$ cat config.mk
export PLATFORM = sky130hd
export DESIGN_NAME = i2s_receive
export DESIGN_NICKNAME = d
export VERILOG_FILES = /design/src/rtl/i2s_receive.sv
export SDC_FILE = /design/constraint.sdc
export NUM_CORES = 1
export LEC_CHECK = 0
export CORE_UTILIZATION = 62
export DETAILED_ROUTE_END_ITERATION = 12
export DONT_BUFFER_PORTS = 1
export GPL_ROUTABILITY_DRIVEN = 0
export PLACE_DENSITY = 0.78
export SLEW_MARGIN = 10
export SYNTH_ARGS = -nofsm -noshare
export SYNTH_HDL_FRONTEND = slang
export SYNTH_SLANG_ARGS = --single-unit
$ cat constraint.sdc
create_clock -name clk -period 2.08 [get_ports clk]
set_clock_uncertainty 0.15 [all_clocks]
set_input_delay 0.312 -clock clk [delete_from_list [all_inputs] [get_ports clk]]
set_output_delay 0.312 -clock clk [all_outputs]
set_load 0.02 [all_outputs]
$ cat src/rtl/i2s_receive.sv
// I2S serial receiver: oversamples sck/ws/sd in the clk domain, deserialises
// MSB-first slots and publishes left-justified left/right words with 1-clk strobes.
module i2s_receive #(
    parameter int unsigned DATA_WIDTH  = 32,
    parameter int unsigned SYNC_STAGES = 2
) (
    input  logic                  clk,
    input  logic                  rst_n,
    input  logic                  sck,
    input  logic                  ws,
    input  logic                  sd,
    output logic [DATA_WIDTH-1:0] data_left,
    output logic [DATA_WIDTH-1:0] data_right,
    output logic                  left_valid,
    output logic                  right_valid,
    output logic                  frame_valid,
    output logic                  locked
);

    localparam int unsigned CNT_W = $clog2(DATA_WIDTH + 1);

    localparam logic [0:0] ST_IDLE = 1'b0;
    localparam logic [0:0] ST_RECV = 1'b1;

    logic [SYNC_STAGES-1:0] sck_sync_q, sck_sync_d;
    logic [SYNC_STAGES-1:0] ws_sync_q,  ws_sync_d;
    logic [SYNC_STAGES-1:0] sd_sync_q,  sd_sync_d;
    logic                   sck_d_q, sck_d_d;
    logic                   ws_d_q, ws_d_d;
    logic [0:0]             state_q, state_d;
    logic                   chan_q, chan_d;
    logic [CNT_W-1:0]       bit_cnt_q, bit_cnt_d;
    logic [DATA_WIDTH-1:0]  sreg_q, sreg_d;
    logic [DATA_WIDTH-1:0]  data_left_q, data_left_d;
    logic [DATA_WIDTH-1:0]  data_right_q, data_right_d;
    logic                   left_valid_q, left_valid_d;
    logic                   right_valid_q, right_valid_d;
    logic                   frame_valid_q, frame_valid_d;
    logic                   got_left_q, got_left_d;
    logic                   locked_q, locked_d;

    logic                   sck_s, ws_s, sd_s;
    logic                   sck_rise, ws_edge, cnt_full;
    logic [DATA_WIDTH-1:0]  sreg_ins;

    assign sck_s    = sck_sync_q[SYNC_STAGES-1];
    assign ws_s     = ws_sync_q[SYNC_STAGES-1];
    assign sd_s     = sd_sync_q[SYNC_STAGES-1];
    assign sck_rise = sck_s & ~sck_d_q;
    assign ws_edge  = ws_s != ws_d_q;
    assign cnt_full = bit_cnt_q >= CNT_W'(DATA_WIDTH);

    // Shift register with the current sd bit placed at its MSB-first position.
    always_comb begin
        sreg_ins = sreg_q;
        if (!cnt_full) begin
            sreg_ins = sreg_q | (DATA_WIDTH'(sd_s) << (CNT_W'(DATA_WIDTH - 1) - bit_cnt_q));
        end
    end

    always_comb begin
        sck_sync_d    = {sck_sync_q[SYNC_STAGES-2:0], sck};
        ws_sync_d     = {ws_sync_q[SYNC_STAGES-2:0], ws};
        sd_sync_d     = {sd_sync_q[SYNC_STAGES-2:0], sd};
        sck_d_d       = sck_s;
        ws_d_d        = ws_d_q;
        state_d       = state_q;
        chan_d        = chan_q;
        bit_cnt_d     = bit_cnt_q;
        sreg_d        = sreg_q;
        data_left_d   = data_left_q;
        data_right_d  = data_right_q;
        left_valid_d  = 1'b0;
        right_valid_d = 1'b0;
        frame_valid_d = 1'b0;
        got_left_d    = got_left_q;
        locked_d      = locked_q;

        if (sck_rise) begin
            ws_d_d = ws_s;
            case (state_q)
                ST_IDLE: begin
                    if (ws_edge) begin
                        state_d   = ST_RECV;
                        chan_d    = ws_s;
                        bit_cnt_d = '0;
                        sreg_d    = '0;
                        locked_d  = 1'b1;
                    end
                end
                ST_RECV: begin
                    if (!ws_edge) begin
                        if (!cnt_full) begin
                            sreg_d    = sreg_ins;
                            bit_cnt_d = bit_cnt_q + CNT_W'(1);
                        end
                    end else begin
                        // This edge carries the finishing slot's LSB (one-bit delay).
                        if (!chan_q) begin
                            data_left_d  = sreg_ins;
                            left_valid_d = 1'b1;
                            got_left_d   = 1'b1;
                        end else begin
                            data_right_d  = sreg_ins;
                            right_valid_d = 1'b1;
                            frame_valid_d = got_left_q;
                            got_left_d    = 1'b0;
                        end
                        chan_d    = ws_s;
                        bit_cnt_d = '0;
                        sreg_d    = '0;
                    end
                end
                default: state_d = ST_IDLE;
            endcase
        end
    end

    always_ff @(posedge clk or negedge rst_n) begin
        if (!rst_n) begin
            sck_sync_q    <= '0;
            ws_sync_q     <= '0;
            sd_sync_q     <= '0;
            sck_d_q       <= 1'b0;
            ws_d_q        <= 1'b0;
            state_q       <= ST_IDLE;
            chan_q        <= 1'b0;
            bit_cnt_q     <= '0;
            sreg_q        <= '0;
            data_left_q   <= '0;
            data_right_q  <= '0;
            left_valid_q  <= 1'b0;
            right_valid_q <= 1'b0;
            frame_valid_q <= 1'b0;
            got_left_q    <= 1'b0;
            locked_q      <= 1'b0;
        end else begin
            sck_sync_q    <= sck_sync_d;
            ws_sync_q     <= ws_sync_d;
            sd_sync_q     <= sd_sync_d;
            sck_d_q       <= sck_d_d;
            ws_d_q        <= ws_d_d;
            state_q       <= state_d;
            chan_q        <= chan_d;
            bit_cnt_q     <= bit_cnt_d;
            sreg_q        <= sreg_d;
            data_left_q   <= data_left_d;
            data_right_q  <= data_right_d;
            left_valid_q  <= left_valid_d;
            right_valid_q <= right_valid_d;
            frame_valid_q <= frame_valid_d;
            got_left_q    <= got_left_d;
            locked_q      <= locked_d;
        end
    end

    assign data_left   = data_left_q;
    assign data_right  = data_right_q;
    assign left_valid  = left_valid_q;
    assign right_valid = right_valid_q;
    assign frame_valid = frame_valid_q;
    assign locked      = locked_q;

endmodule
[Word-level counts from Yosys, hierarchy flattened]
Cells that the tools add are included.
Operators by class
  add/subtract/negate cells: 2
  magnitude comparators: 1
  eq/ne operators: 3
  shift-type cells: 1
  multiplexer cells: 24
  bitwise gates (word level): 5
  reductions and logical operators: 6
Operators by type and width (number)
  32-bit 2-to-1 mux: 4
  32-bit one-hot mux with 2 select lines: 1
  32-bit OR: 1
  1-bit by 6-bit << shifter with 32-bit output: 1
  6-bit 2-to-1 mux: 3
  1-bit 2-to-1 mux: 15
  6-bit one-hot mux with 2 select lines: 1
  3-bit AND reduction: 3
  4-bit AND reduction: 2
  6-bit by 1-bit adder with 6-bit output (second input constant): 1
  6-bit greater-or-equal comparator (second input constant): 1
  5-bit by 6-bit subtractor with 6-bit output (first input constant): 1
  3-bit != test (second input constant): 1
  1-bit inverter: 3
  2-bit != test (second input constant): 1
  2-bit AND reduction: 1
  1-bit bitwise AND: 1
  1-bit != test: 1
Word-level totals
  bits in registers: 117
  input port bits: 5
  output and inout port bits: 68

[Depth between registers and ports, before layout]
  word-level depth: 7
  gate-level depth with buffers: 5

[Worst setup path after synthesis]
No wires, ideal clock.
  path kind: reg-to-reg
  start point: register ws_sync_q[1]
  end point: register data_left_q[17] (netlist: data_left[17])
  setup time: 128 ps
  arrival: 1580 ps
  data required time: 1802 ps
  setup slack: 222 ps
  cell stages (with the launch flop): 5
  buffers on the path: 1
  period minus slack after synthesis: 1858 ps
  cell sequence: dfrtp_1 -> xnor2_2 -> nor4_4 -> buf_4 -> mux2_1
Between the ends
  cells in the longest elaborated chain, start to end: 2
Ends and longest elaborated chain
  from (decl): line 26  | logic [SYNC_STAGES-1:0] ws_sync_q, ws_sync_d;
  from (signal assigned): line 139  | ws_sync_q <= ws_sync_d;
  1-bit != test: line 50  | assign ws_edge = ws_s != ws_d_q;
  4-bit AND reduction (no source line)
  to (signal assigned): line 147  | data_left_q <= data_left_d;
  to (decl): line 34  | logic [DATA_WIDTH-1:0] data_left_q, data_left_d;
No other way between the ends.
A chain may end at the register's enable or synchronous reset.

[Worst setup path after layout]
  start point: register bit_cnt_q[4]
  end point: register sreg_q[3]
Between the ends
  cells in the longest elaborated chain, start to end: 7
Ends and longest elaborated chain
  from (decl): line 32  | logic [CNT_W-1:0] bit_cnt_q, bit_cnt_d;
  from (signal assigned): line 145  | bit_cnt_q <= bit_cnt_d;
  5-bit by 6-bit subtractor with 6-bit output: line 57  | sreg_ins = sreg_q | (DATA_WIDTH'(sd_s) << (CNT_W'(DATA_WIDTH - 1) - bit_cnt_q));
  1-bit by 6-bit << shifter with 32-bit output: line 57
  32-bit OR: line 57
  32-bit 2-to-1 mux: line 56  | if (!cnt_full) begin
  32-bit 2-to-1 mux: line 93  | if (!cnt_full) begin
  32-bit 2-to-1 mux: line 92  | if (!ws_edge) begin
  32-bit one-hot mux with 2 select lines: line 81  | case (state_q)
  to (signal assigned): line 146  | sreg_q <= sreg_d;
  to (decl): line 33  | logic [DATA_WIDTH-1:0] sreg_q, sreg_d;
Parallel ways exist; a longest one is shown, timed or not. The select of a mux whose other input is x is not followed.

==> results.toml <==
[status]
status = "complete, but fails checks"
violations = "hold timing"

[clocking]
htreeDepth = 4
cts_tree = "yes"
postCtsHoldBufs = 3
clockBufferDepth = 2
clock_latency_ns = 0.51
cts-root-buf = "clkbuf_8"
cts_buffers = 17
cts_num_sinks = 117
cts.clk_slew.worst_paths_ns = 0.06

[sta]
finalSetupTns_ns = 0
hold_ws_ns = -0.6583
max_freq_mhz = 515.2
slew_headroom_pct = 61.17
worst_slack_ns = 0.1392
setup_viol = 0
slew_violations = 0
tightestPinTransition_ns = 0.5779
hold_violations = 117
layout_min_cycle_time_ns = 1.941
period_share_pct = 93.31
rsz0062_at_grt = "no"

[worst_setup_path]
crit_arrival_ns = 2.21
path_cells = "nor4bb_1 -> buf_4 -> nand3_1 -> o2bb2ai_1"
path_buf_inv = 1
start_kind = "flip-flop"
worstSetupPathType = "reg -> reg"
required_ns = 2.35
worst_setup_path_end_kind = "flip-flop"
crit_family = "simple AND/OR/NAND/NOR gates"
max_stage_delay_ns = 0.50
cp_max_fo = 9
cp_slowest_cell = "dfrtp_1"

[pwr]
p_total_mw = 6.361
p_per_area_nw_per_um2 = 1132
cellLeakagePower_nw = 2.644
ir_drop_uv = 610.0

[worst_hold_path]
hp-class = "in -> async"

[yosys]
synth-edff-count = 0
syn_nets = 366
synth_ff_type = "dfrtp_1"
ys_seq_elements = 117
synth.distinct_cells = 39
synthCells = 360
synthArstFlopShare_pct = 100.0
synth_warnings = 0
syn_area_um2 = 4795
syn_avg_cell_area_um2 = 13.32
ys_seq_area_share_pct = 61.06

[floorplan]
die_h_um = 89.94
pin_count = 73
die-area_um2 = 8089
rows = 31
initial_core_util_pct = 65.06
core_um2 = 7370
die_w_um = 89.94

[final_layout]
syn_to_final_growth_pct = 17.15
n_antenna_cell = 0
fill_cells = 457
drive_gt1_share_pct = 19.74
fin_util_pct = 76.21
nets = 383

[detailed_routing]
drcViolationCount = 0
drt_iter0_drc = 304
viasPerCell = 6.172
ant_nets = 0
dr.pass1.iters = 5
drt-total-wl_um = 9866
num_vias = 3018
wl_per_cell_um = 20.18

[placed_design]
dp_hpwl_um = 6146
place.port_buffers = 0
dp_slack_ns = 0.2150

[grt]
grt_util_all_layers_pct = 26.71
grt_start_max_net_pins = 118
first_global_vias = 3178
grt_pass1_wl_um = 16390
gr-total-overflow = 0
antenna_found_initial = 0

[run]
cap_violations = 0
==> power by group <==
group | internal (mW) | total, mW | switching, mW
Combinational | 0.238 | 0.586 | 0.348
Clock | 1.99 | 3.06 | 1.07
Sequential | 2.43 | 2.72 | 0.285
==> what timing repair did <==
item | 4_1_cts | 5_1_grt
buffers inserted | 0 | 0
gates resized for setup | 0 | 0
endpoints found under the hold margin | 120 | 117
==> flip-flops by register name (all words and copies together) (netlist names) <==
| register | cells |
|---|---|
| bit_cnt_q | 6 |
| chan_q | 1 |
| data_left | 32 |
| data_right | 32 |
| frame_valid | 1 |
| got_left_q | 1 |
| left_valid | 1 |
| locked | 1 |
| right_valid | 1 |
| sck_d_q | 1 |
| sck_sync_q | 2 |
| sd_sync_q | 2 |
| sreg_q | 32 |
| state_q | 1 |
| ws_d_q | 1 |
| ws_sync_q | 2 |
==> synth_stat cells (6+ instances only) <==
| master | instances | area [um2] |
|---|---|---|
| mux2i_1 | 27 | 270.3 |
| clkbuf_1 | 12 | 45.04 |
| o21bai_1 | 10 | 75.07 |
| dfrtp_1 | 117 | 2928 |
| nand2_1 | 6 | 22.52 |
| a21oi_1 | 15 | 75.07 |
| nand3_1 | 13 | 65.06 |
| mux2_1 | 16 | 180.2 |
| o21ai_0 | 9 | 45.04 |
| inv_1 | 30 | 112.6 |
| o2bb2ai_1 | 32 | 280.3 |
| mux2_2 | 24 | 270.3 |
| a21o_1 | 10 | 75.07 |
==> layer usage <==
layer / share of wire (%) / GRT usage (%)
met3: 6.6 / 7.614
met4: 1.3 / 12.10
met1: 44 / 35.44
met5: 0 / 0
met2: 48 / 41.35
==> cell usage in the layout, fill, tap and decap left out, types with 3 or more instances in the layout <==
| master | synthesis | layout |
|---|---|---|
| dfrtp_1 | 117 | 117 |
| o2bb2ai_1 | 32 | 32 |
| inv_1 | 30 | 30 |
| mux2i_1 | 27 | 27 |
| mux2_2 | 24 | 24 |
| mux2_1 | 16 | 16 |
| clkbuf_16 | 0 | 16 |
| a21oi_1 | 15 | 15 |
| nand3_1 | 13 | 13 |
| buf_4 | 5 | 12 |
| a21o_1 | 10 | 10 |
| o21bai_1 | 10 | 10 |
| o21ai_0 | 9 | 9 |
| nand2_1 | 6 | 6 |
| clkinv_4 | 0 | 5 |
| bufinv_16 | 0 | 4 |
| nor3b_1 | 3 | 3 |
| a211oi_1 | 3 | 3 |
| dlygate4sd3_1 | 0 | 3 |
==> cell type report <==
| type | instances | area, um2 | area share [%] |
|---|---|---|---|
| repair buffers | 17 | 160.2 | 2.851 |
| clock inverters | 14 | 201.4 | 3.587 |
| well taps | 99 | 123.9 | 2.205 |
| multi-input cells | 194 | 1663 | 29.61 |
| clock buffers | 18 | 427.9 | 7.619 |
| inverters | 30 | 112.6 | 2.005 |
| flip-flops and latches | 117 | 2928 | 52.13 |
==> path summary, 6_finish.rpt <==
kind                              startpoint             to  slack (ns)  cells after the start
worst min register to register  sd_sync_q[0]   sd_sync_q[1]        0.20                      0
worst max register to register  bit_cnt_q[4]      sreg_q[3]        0.14                      4
worst max-delay path            bit_cnt_q[4]      sreg_q[3]        0.14                      4
max in group asynchronous              rst_n   sd_sync_q[1]        2.23                      0
worst min-delay path                   rst_n  data_left[28]       -0.66                      0
min in group clk                sd_sync_q[0]   sd_sync_q[1]        0.20                      0
==> kinds of logic (layout without fill, tap and decap cells) <==
family | Yosys count | after routing | share of synthesized area (%)
muxes | 67 | 67 | 15.03
xor gates and xnor gates | 2 | 2 | 0.5220
buffers and inverters | 49 | 79 | 4.280
AOI/OAI and AO/OA | 84 | 84 | 12.92
adders and majority gates | 1 | 1 | 0.2609
DFF | 117 | 117 | 61.06
and+or+nand+nor | 40 | 40 | 5.924
==> worst reg2reg max path: cells and delay by family, from the launching register on <==
| family | cells | cell delay, ns |
|---|---|---|
| AO/OA/AOI/OAI | 1 | 0.27 |
| buffers and inverters | 1 | 0.25 |
| AND/OR/NAND/NOR | 2 | 0.69 |
| flip-flops | 1 | 0.50 |
==> per-stage QoR <==
step,area (um2),cells
2_1_floorplan,4795,360
5_1_grt,5617,489
3_5_place_dp,4957,454
3_3_place_gp,4957,454
6_report,5617,489
4_1_cts,5617,489
(Power assumes the default switching activity.)
==> edit, RTL diff (config.mk and constraints unchanged) <==
`DATA_WIDTH`: 32 -> 16.
--- a/src/rtl/i2s_receive.sv
+++ b/src/rtl/i2s_receive.sv
@@ -1,7 +1,7 @@
 // I2S serial receiver: oversamples sck/ws/sd in the clk domain, deserialises
 // MSB-first slots and publishes left-justified left/right words with 1-clk strobes.
 module i2s_receive #(
-    parameter int unsigned DATA_WIDTH  = 32,
+    parameter int unsigned DATA_WIDTH  = 16,
     parameter int unsigned SYNC_STAGES = 2
 ) (
     input  logic                  clk,
Interface: changed (resized data_left and data_right); port bits go from 73 to 41. No check against the original RTL was run, so the function may have changed too.
==> edit against the unedited design <==
- maximum frequency increased by 6.9%
- sequential power decreased by 39%
- setup slack improved by 0.13 ns
- total power decreased by 51%
- critical endpoint is now data_left[7]
- routed wire length decreased by 48%
- final area decreased by 45%
- sequential cell count decreased by 49
- critical path type unchanged
- synthesized cell count decreased by 42%
- synthesized area decreased by 42%
==> edit: results (changes against the unedited design) <==
Status
  • Outcome: completed

Route
  • Met3 Wirelength: 266 microns (-59%)
  • Detail Route met2 WL: 2.55 mm (-46%)
  • Met1 wire length: 2.23 mm (-49%)
  • Iteration-0 DRC count of the detailed router: 124 (-59%)
  • Via density: 6.11 (-0.96%)
  • WL final: 5.16 mm (-48%)

Layout
  • Final Core Density: 75.2% (-1.0 points)
  • Layout cells sized above 1: 25.7% (+5.9 points)
  • Fill cell count: 269 (-41%)
  • Total Nets Final: 227 (-41%)

Clock tree
  • H-tree levels: 3 (-1)
  • Total CTS buffers: 9 (-8)
  • CTS Hold Bufs: 5 (+2)

Min path
  • HP Class: reg -> reg

Worst setup path
  • R2r startpoint: ws_sync_q[1]
  • Worst path max stage delay: 0.43 ns (-0.07 ns)
  • Cell family with most CP delay: flip-flops
  • CP max FO: 18 (+9)
  • Worst path arrival time: 1.88 ns (-0.33 ns)

Synthesis
  • Post-synthesis mux area share: 12.9% (-2.1 points)
  • Post-synth top cells: dfrtp_1 (68), mux2_2 (30), nand2_1 (21), o2bb2ai_1 (19), a21o_1 (16)
  • Mean post-synth cell area: 13.3 sq um (-0.39%)
  • Mapped Nets: 215 (-41%)
  • Yosys cell types: 31 (-21%)

GRT
  • Met3 usage: 5.92% (-1.7 points)
  • First-pass GRT wire length: 7.96 mm (-51%)
  • Largest net degree at the start of global routing: 69 (-42%)

Timing
  • Worst-Margin Slew: 0.625 ns (+0.0471 ns)

Pwr
  • Switching Fraction: 29.6% (+2.9 points)
  • Max IR drop VDD: 550 uV (-9.8%)
  • PwrDens: 1010 mW/mm^2 (-11%)
  • Clk power: 1010 uW (-67%)

Placement
  • Post-DP HPWL: 3.31 mm (-46%)
  • # placed instances: 255 (-44%)
-- edit: cell types whose count changed after synthesis, moves of 6 or more --
cell and delta:
nand2_1 +15, inv_1 -25, dfrtp_1 -49, a21oi_1 -12, mux2_1 -16, mux2i_1 -25, a21o_1 +6, nand3_1 -9
o2bb2ai_1 -13, o21bai_1 -9, mux2_2 +6
-- edit: worst paths after layout --
check / slack [ns] / cells after the start / endpoint
setup reg to reg: 0.26 / 4 / data_left[7]
min in group asynchronous: 0.39 / 2 / sreg_q[14]
setup / recovery: 0.26 / 4 / data_left[7]
hold reg to reg: 0.20 / 0 / sck_sync_q[1]
hold / removal: 0.20 / 0 / sck_sync_q[1]
max in group asynchronous: 1.14 / 2 / sreg_q[0]
-- edit: cell type report --
cell class | count | share of cell area, %
Clock buffer | 11 | 4.22
Clock inverter | 5 | 1.69
Inverter | 5 | 0.602
Multi-Input combinational cell | 123 | 31.7
Sequential cell | 68 | 54.6
Tap cell | 50 | 2.01
Timing Repair Buffer | 14 | 5.14
